## src/rtl/int_datapath_pipe.sv

```systemverilog
// SIMD integer datapath: single op, fused multiply-add, accumulate-reduce.
// Define INT_DATAPATH_FLAGS_EN to add the per-lane {Z,N,C,V} O_Flags output.
module int_datapath_pipe #(
  parameter int WIDTH_DATA = 32,
  parameter int NUM_LANE   = 2,
  parameter int DEPTH_PIPE = 2
) (
  input  logic                           clock,
  input  logic                           reset,
  input  logic                           I_Active,
  input  logic                           I_Valid,
  input  logic [3:0]                     I_Opcode,
  input  logic [1:0]                     I_Mode,
  input  logic                           I_Last,
  input  logic                           I_SelImm,
  input  logic [7:0]                     I_Imm,
  input  logic [NUM_LANE*WIDTH_DATA-1:0] I_OperandA,
  input  logic [NUM_LANE*WIDTH_DATA-1:0] I_OperandB,
  input  logic [NUM_LANE*WIDTH_DATA-1:0] I_OperandC,
  output logic                           O_Nack,
  output logic                           O_Valid,
  output logic [NUM_LANE*WIDTH_DATA-1:0] O_Result,
`ifdef INT_DATAPATH_FLAGS_EN
  input  logic                           I_Nack,
  output logic [NUM_LANE*4-1:0]          O_Flags
`else
  input  logic                           I_Nack
`endif
);

  localparam int W  = WIDTH_DATA;
  localparam int L  = NUM_LANE;
  localparam int D  = DEPTH_PIPE;
  localparam int SH = $clog2(W);
  localparam int LW = L * W;
  localparam int NP = (D > 1) ? D - 1 : 1;

  typedef struct packed {
    logic          vld;
    logic [1:0]    mode;
    logic          last;
    logic [LW-1:0] val;
    logic [LW-1:0] c;
`ifdef INT_DATAPATH_FLAGS_EN
    logic [2*L-1:0] cv;
`endif
  } tok_t;

  tok_t ent  [D];
  tok_t pipe [NP];
  tok_t fin;

  logic [W-1:0] acc [L];
  logic [W-1:0] sum [L];

  function automatic logic [W-1:0] alu(
    input logic [3:0]   op,
    input logic [W-1:0] a,
    input logic [W-1:0] b
  );
    logic [SH-1:0]  sh;
    logic [2*W-1:0] rot;
    sh  = b[SH-1:0];
    rot = {a, a} << sh;
    alu = a;
    case (op)
      4'd0:  alu = a + b;
      4'd1:  alu = a - b;
      4'd2:  alu = a * b;
      4'd3:  alu = a & b;
      4'd4:  alu = a | b;
      4'd5:  alu = a ^ b;
      4'd6:  alu = a << sh;
      4'd7:  alu = a >> sh;
      4'd8:  alu = $signed(a) >>> sh;
      4'd9:  alu = rot[2*W-1:W];
      4'd10: alu = ($signed(a) < $signed(b)) ? a : b;
      4'd11: alu = ($signed(a) > $signed(b)) ? a : b;
      default: alu = a;
    endcase
  endfunction

`ifdef INT_DATAPATH_FLAGS_EN
  function automatic logic [1:0] addsub_cv(
    input logic         sub,
    input logic [W-1:0] a,
    input logic [W-1:0] b
  );
    logic [W:0]   r;
    logic [W-1:0] bb;
    bb = sub ? ~b : b;
    r  = {1'b0, a} + {1'b0, bb} + {{W{1'b0}}, sub};
    addsub_cv = {r[W],
      (a[W-1] == bb[W-1]) && (r[W-1] != a[W-1])};
  endfunction
`endif

  assign O_Nack = I_Nack & reset;

  always_comb begin
    logic [W-1:0] a, b, c, v;
    ent[0]      = '0;
    ent[0].vld  = I_Active & I_Valid & ~I_Nack;
    ent[0].mode = (I_Mode == 2'd3) ? 2'd0 : I_Mode;
    ent[0].last = I_Last;
    ent[0].c    = I_OperandC;
    for (int l = 0; l < L; l++) begin
      a = I_OperandA[l*W +: W];
      b = I_SelImm ? WIDTH_DATA'(I_Imm)
                   : I_OperandB[l*W +: W];
      c = I_OperandC[l*W +: W];
      if (ent[0].mode == 2'd1) begin
        v = a * b;
        if (D == 1) v = v + c;
      end else begin
        v = alu(I_Opcode, a, b);
      end
      ent[0].val[l*W +: W] = v;
`ifdef INT_DATAPATH_FLAGS_EN
      if (ent[0].mode == 2'd0 && I_Opcode[3:1] == 3'd0)
        ent[0].cv[2*l +: 2] = addsub_cv(I_Opcode[0], a, b);
`endif
    end
    // The C term of a fused token joins in stage 2
    for (int k = 1; k < D; k++) begin
      ent[k] = pipe[k-1];
      if (k == 1 && pipe[0].mode == 2'd1)
        for (int l = 0; l < L; l++)
          ent[k].val[l*W +: W] = pipe[0].val[l*W +: W]
                               + pipe[0].c[l*W +: W];
    end
  end

  assign fin = ent[D-1];

  always_comb begin
    for (int l = 0; l < L; l++)
      sum[l] = acc[l] + fin.val[l*W +: W];
  end

  always_ff @(posedge clock or negedge reset) begin
    if (!reset) begin
      for (int k = 0; k < NP; k++) pipe[k] <= '0;
    end else if (!I_Nack) begin
      for (int k = 0; k < D - 1; k++) pipe[k] <= ent[k];
    end
  end

  always_ff @(posedge clock or negedge reset) begin
    if (!reset) begin
      O_Valid  <= 1'b0;
      O_Result <= '0;
      for (int l = 0; l < L; l++) acc[l] <= '0;
    end else if (!I_Nack) begin
      O_Valid <= fin.vld & ((fin.mode != 2'd2) | fin.last);
      if (fin.vld) begin
        for (int l = 0; l < L; l++) begin
          if (fin.mode != 2'd2) begin
            O_Result[l*W +: W] <= fin.val[l*W +: W];
          end else if (fin.last) begin
            O_Result[l*W +: W] <= sum[l];
            acc[l] <= '0;
          end else begin
            acc[l] <= sum[l];
          end
        end
      end
    end
  end

`ifdef INT_DATAPATH_FLAGS_EN
  always_ff @(posedge clock or negedge reset) begin
    logic [W-1:0] r;
    logic [1:0]   cv;
    if (!reset) begin
      O_Flags <= '0;
    end else if (!I_Nack) begin
      if (fin.vld & ((fin.mode != 2'd2) | fin.last)) begin
        for (int l = 0; l < L; l++) begin
          if (fin.mode == 2'd2) begin
            r  = sum[l];
            cv = addsub_cv(1'b0, acc[l],
                           fin.val[l*W +: W]);
          end else begin
            r  = fin.val[l*W +: W];
            cv = fin.cv[2*l +: 2];
          end
          O_Flags[l*4 +: 4] <= {r == '0, r[W-1], cv};
        end
      end
    end
  end
`endif

endmodule

```

## config.mk

```make
export PLATFORM = sky130hd
export DESIGN_NAME = int_datapath_pipe
export DESIGN_NICKNAME = d
export VERILOG_FILES = /design/src/rtl/int_datapath_pipe.sv
export SDC_FILE = /design/constraint.sdc
export NUM_CORES = 2
export LEC_CHECK = 0
export CAP_MARGIN = 20
export CORE_MARGIN = 3
export CORE_UTILIZATION = 45
export DETAILED_ROUTE_END_ITERATION = 8
export MAX_ROUTING_LAYER = met4
export PLACE_DENSITY = 0.67
export SLEW_MARGIN = 40
export SYNTH_ARGS = -nofsm -noshare
export SYNTH_HDL_FRONTEND = slang
export SYNTH_SLANG_ARGS = --single-unit
```

## constraint.sdc

```tcl
create_clock -name clock -period 5.8 [get_ports clock]
set_input_delay 0.58 -clock clock [delete_from_list [all_inputs] [get_ports clock]]
set_output_delay 0.58 -clock clock [all_outputs]
set_load 0.05 [all_outputs]
```

* Word-level counts from Yosys, hierarchy flattened
Index checks and enable logic that the tools add are counted.
** Operators by class
- Add/sub/neg operators :: 8
- $mul :: 2
- $lt $le $gt $ge :: 4
- Equal/unequal tests :: 15
- Shifts and indexed selects :: 8
- Muxes and demuxes :: 18
- Bitwise gates (word level) :: 13
- Reduce and logical (&&, ||, !) cells :: 4
** Operators with widths (count)
- $pmux 32 s12 :: 2
- $mux 32 :: 14
- $add 32x32->32 :: 6
- $shl 64x5->64 :: 2
- $and 32x32->32 :: 2
- $gt 32x32->1 :: 2
- $lt 32x32->1 :: 2
- $mul 32x32->32 :: 2
- $mux 64 :: 1
- $or 32x32->32 :: 2
- $shl 32x5->32 :: 2
- $shr 32x5->32 :: 2
- $sshr 32x5->32 :: 2
- $sub 32x32->32 :: 2
- $xor 32x32->32 :: 2
- $eq 4x3->1 const B :: 4
- $eq 4x4->1 const B :: 4
- $eq 4x2->1 const B :: 2
- $reduce_and 3->1 :: 2
- $and 1x1->1 :: 4
- $eq 2x1->1 const B :: 2
- $eq 4x1->1 const B :: 1
- $logic_not 4->1 :: 1
- $eq 2x2->1 const B :: 1
- 5 further kinds :: 6
** Word-level totals
- Register bits :: 261
- Bits of input ports :: 213
- Output and inout bits :: 66

* Depth between registers and ports, before layout
- Depth in word-level cells :: 5
- Mapped depth :: 35
- Depth with buffers taken out :: 29

* Worst setup path before layout
No wires, ideal clock.
- Kind :: input -> register
- Start point :: in I_SelImm
- End point :: reg pipe[125] (netlist name)
- Arrival time :: 9.502 ns
- Data required time :: 5.676 ns
- Setup slack :: -3.826 ns
- Stages :: 32
- Path buffers :: 7
- Cells stage by stage :: buf_6 mux2i_4 buf_2 buf_1 buf_1 clkbuf_1 buf_1 buf_1 nor2_1 fa_1 inv_1 fa_1 fa_1 fa_1 inv_1 fa_1 inv_1 fa_1 inv_1 fa_1 fa_1 ha_1 a21oi_1 nor2b_1 or3_1 a21oi_1 o21ai_1 a221o_1 a31oi_1 o21ai_0 xor2_1 a211o_1
** On the way
- Cells in the longest elaborated chain, start to end :: 5
** Ends and longest elaborated chain
- start, declared :: line 15 : input logic I_SelImm,
- $mux 32 (*) :: line 109 : b = I_SelImm ? WIDTH_DATA'(I_Imm)
- parallel branches: the longest is 3 deep, another holds $mul 32x32->32
- $mux 32 (*) :: line 112 : if (ent[0].mode == 2'd1) begin
Every way passes the cells marked *.
A chain may end at the register's enable or synchronous reset.

* Worst setup path after layout
- Start point :: in I_SelImm
- End point :: reg pipe[86] (netlist name)
** On the way
- Cells in the longest elaborated chain, start to end :: 5
** Ends and longest elaborated chain (line)
- $mux 32 (*) :: 109
- parallel branches: the longest is 3 deep, another holds $mul 32x32->32
- $mux 32 (*) :: 112
Marks and branches as above.

==> out/summary.json <==
{
  "outcome": {
    "run_status": "complete, but fails checks",
    "violated_checks": "setup timing"
  },
  "route": {
    "postRouteAntennaNets": 0,
    "first_pass_iters": 6,
    "routed_wirelength_um": 375000,
    "drc": 0,
    "route.vias.total": 74402,
    "first_iter_violations": 9366,
    "route.detailed.vias_per_inst": 6.36,
    "wl_per_cell_um": 32.0
  },
  "critical_path": {
    "crit_fanout": 6,
    "cpMostUsedCell": "sky130_fd_sc_hd__ha_4",
    "timing.setup.critical_path_class": "in -> reg",
    "critical_path_launch_point": "I_SelImm",
    "internal_reg_to_reg_setup_slack_ps": 150,
    "worst_setup_start_kind": "primary input",
    "regToRegStartpoint": "ent[33]",
    "worstSetupEndpoint": "pipe[86]",
    "cp.arrival_ps": 7990,
    "critical_path.max_stage_delay_ps": 620,
    "capturing_element_type_of_the_critical_path": "flip-flop",
    "timing.critical_path.required_ps": 6310,
    "crit_path_top_delay_cell": "sky130_fd_sc_hd__fa_1",
    "rr_worst_depth": 22,
    "end_of_the_worst_register_to_register_path": "O_Result[63]"
  },
  "floorplan": {
    "placeableCoreArea_um2": 149000,
    "die-height_um": 395,
    "die_w_um": 395,
    "design.portCount": 279,
    "placementRows": 141,
    "floorplan.initialDensity_pct": 45.6,
    "full_die_area_um2": 156000
  },
  "yosys": {
    "synth_mux_area_share_pct": 8.48,
    "synth_area_um2": 67900,
    "post_synth_fa_ha_maj_area_fraction_pct": 34.7,
    "yosysTopAreaCell": "sky130_fd_sc_hd__fa_1",
    "number_of_enable_flip_flop_cells_after_synthesis": 0,
    "simple_gate_share_of_the_synthesized_area_pct": 15.5,
    "synth-seq-area-share_pct": 9.61,
    "synthesis.yosys.warnings": 0,
    "main_combinational_cell_family_by_area_after_synthesis": "adder cells",
    "synth_nets": 9976,
    "synth.lib_cells_used.distinct": 98,
    "synth_area_per_inst_um2": 8.11,
    "synth_top_area_share_pct": 24.3,
    "synth_xor_area_share_pct": 4.31,
    "top_post_synthesis_cells_by_area": "sky130_fd_sc_hd__fa_1, sky130_fd_sc_hd__ha_1, sky130_fd_sc_hd__dfrtp_1",
    "postSynthRegisterBits": 261,
    "synth-compound-area-share_pct": 18.7,
    "ys.flop_type": "sky130_fd_sc_hd__dfrtp_1",
    "async_reset_ff_share_pct": 100,
    "post_synth_inst_count": 8375
  },
  "clock_tree": {
    "clock-sinks": 261,
    "clock_latency_ps": 620,
    "cts_max_path_buffers": 3,
    "master_cell_of_the_clock_root_buffer": "sky130_fd_sc_hd__clkbuf_16",
    "cts_made_buffers": 30,
    "tritoncts_clock_tree": "built",
    "ctsHtreeMaxLevel": 1,
    "clkSlewWorstSetupHoldPaths_ps": 70
  },
  "timing": {
    "max_clock_freq_mhz": 134,
    "tightest_slew_ps": 993,
    "final_period_minus_worst_setup_slack_ps": 7480,
    "timing_max_transition_violations_final": 0,
    "number_of_failing_setup_endpoints_in_the_final_timing_report": 52,
    "rsz0062_at_grt": "true",
    "setup_tns_ps": -60930,
    "final.period_utilization_pct": 129,
    "clock_skew_ps": 17.1,
    "timing.slew.headroom_pct": 33.5,
    "finalWorstSetupSlack_ps": -1680,
    "final-hold-violation-count": 0
  },
  "placed_design": {
    "hpwl_um": 303000,
    "gpl.final_weighted_congestion": 1.14,
    "placedInstanceArea_um2": 82800,
    "io_buffer_count": 278,
    "pre_cts_ws_ps": -2950
  },
  "grt": {
    "grt_first_pass_wirelength_um": 530000,
    "via_count_of_the_first_global_routing_pass": 73749,
    "grt.overflow.total": 0,
    "maximum_number_of_pins_on_one_net_before_global_route_repair": 95,
    "track_usage_pct": 48.0,
    "grt_antenna_before_repair": 21
  },
  "hold_path": {
    "min-delay-start": "I_Nack",
    "kind_of_path_behind_the_tightest_hold_check": "in -> reg"
  },
  "cells_and_area": {
    "areaGrowthSynthToFinish_pct": 30.6,
    "final_layout_size_suffix_gt1_share_pct": 24.8,
    "finalNetCount": 11237,
    "finish.instance_area_um2": 88700,
    "layout.core_utilization_pct": 59.6
  },
  "flow_run": {
    "drv_cap": 0
  }
}
flip-flops by register name, summed over array words and instances, names as in the netlist:
signal	flops
ent	68
O_Result	64
acc	64
pipe	64
O_Valid	1
synth_stat cells (30+ instances only):
master,number
sky130_fd_sc_hd__a31oi_1,69
sky130_fd_sc_hd__mux4_2,93
sky130_fd_sc_hd__nor3_1,93
sky130_fd_sc_hd__fa_1,824
sky130_fd_sc_hd__buf_2,41
sky130_fd_sc_hd__xnor2_1,233
sky130_fd_sc_hd__and2_1,33
sky130_fd_sc_hd__o21bai_1,42
sky130_fd_sc_hd__a221oi_1,55
sky130_fd_sc_hd__clkbuf_1,454
sky130_fd_sc_hd__nand3_1,109
sky130_fd_sc_hd__o211ai_1,78
sky130_fd_sc_hd__ha_1,564
sky130_fd_sc_hd__a2111oi_0,30
sky130_fd_sc_hd__mux2i_1,240
sky130_fd_sc_hd__mux2_2,92
sky130_fd_sc_hd__a21oi_1,429
sky130_fd_sc_hd__o21ai_1,49
sky130_fd_sc_hd__a22o_1,46
sky130_fd_sc_hd__nor2_1,938
sky130_fd_sc_hd__nor4_1,30
sky130_fd_sc_hd__buf_1,74
sky130_fd_sc_hd__o21ai_0,464
sky130_fd_sc_hd__o21a_1,50
sky130_fd_sc_hd__nand2_1,964
sky130_fd_sc_hd__o22ai_1,42
sky130_fd_sc_hd__nand2b_1,66
sky130_fd_sc_hd__o2111ai_1,30
sky130_fd_sc_hd__a22oi_1,47
sky130_fd_sc_hd__dfrtp_1,261
sky130_fd_sc_hd__o31ai_1,34
sky130_fd_sc_hd__o221ai_1,35
sky130_fd_sc_hd__nor2b_1,83
sky130_fd_sc_hd__a211oi_1,93
sky130_fd_sc_hd__xor2_1,86
sky130_fd_sc_hd__a21o_1,96
sky130_fd_sc_hd__inv_1,950
stage by stage:
step,hold WS [ps],cells
2_1_floorplan,284,8375
3_3_place_gp,462,11490
3_5_place_dp,465,11492
4_1_cts,52.9,11612
5_1_grt,499,11688
6_report,449,11692
final cells by class:
class                      count  area (µm²)
antenna                       31        77.6
fill                       13233       60200
clock buffer                  34         807
clock inverter                21         235
multi-input combinational   6551       58900
timing repair buffer        1800       15800
sequential                   261        6530
tap                         2002        2500
inverter                     992        3790
critical path: cells and delay by family:
family                     cells  cell delay [ps]
and+or+nand+nor                4              750
muxes                          1              340
buffers and inverters         14             1530
adders and majority gates      9             3400
xor gates and xnor gates       1              180
AOI/OAI and AO/OA              7             1180
layout by cell type, fill, tap and decap left out, drive strengths merged, types with 47 or more instances in the layout:
cell / Yosys / routed
buf: 117 / 1524
inv: 967 / 971
nand2: 964 / 964
nor2: 938 / 938
fa: 824 / 824
ha: 564 / 564
o21ai: 513 / 513
a21oi: 429 / 429
dfrtp: 261 / 261
clkdlybuf4s50: 0 / 248
mux2i: 246 / 246
xnor2: 233 / 233
nand3: 109 / 109
mux4: 97 / 97
a21o: 96 / 96
mux2: 93 / 93
a211oi: 93 / 93
nor3: 93 / 93
xor2: 86 / 86
nor2b: 83 / 83
o211ai: 78 / 78
a31oi: 69 / 69
nand2b: 66 / 66
a221oi: 56 / 56
o21a: 50 / 50
a22oi: 47 / 47
worst min path at each step:
stage	slack (ps)	depth (start not counted)	end
detailed placement	470	2	O_Valid
floorplan	280	0	O_Result[0]
global placement	460	2	O_Result[39]
CTS	50	1	pipe[101]
global route	500	3	O_Valid
finish	450	3	O_Valid
layer usage:
metal	GRT usage (%)	wire length, µm
met5	-	0
met4	18.4	19600
met3	22.8	62700
met2	63.8	146000
met1	62.6	146000
cells by family (layout without fill, tap and decap cells):
family                     Yosys count  count (layout)
AOI/OAI and AO/OA                 1939            1939
xor gates and xnor gates           325             325
adders and majority gates         1388            1388
buffers and inverters             1563            2847
DFF                                261             261
muxes                              436             436
other                                0              31
and+or+nand+nor                   2463            2463
repair_timing:
| action | 4_1_cts | 5_1_grt |
|---|---|---|
| endpoints found under the setup margin | 62 | 71 |
| endpoints found under the hold margin | 0 | 48 |
| setup buffers | 75 | 56 |
| gates resized for setup | 522 | 340 |
| hold buffers | 0 | 1 |
| pin swaps | 254 | 274 |
| cloned | 1 | 0 |
Power is left out: the tool's default activity adds up to more than one toggle a clock period on the data nets, which glitch-free logic cannot reach.
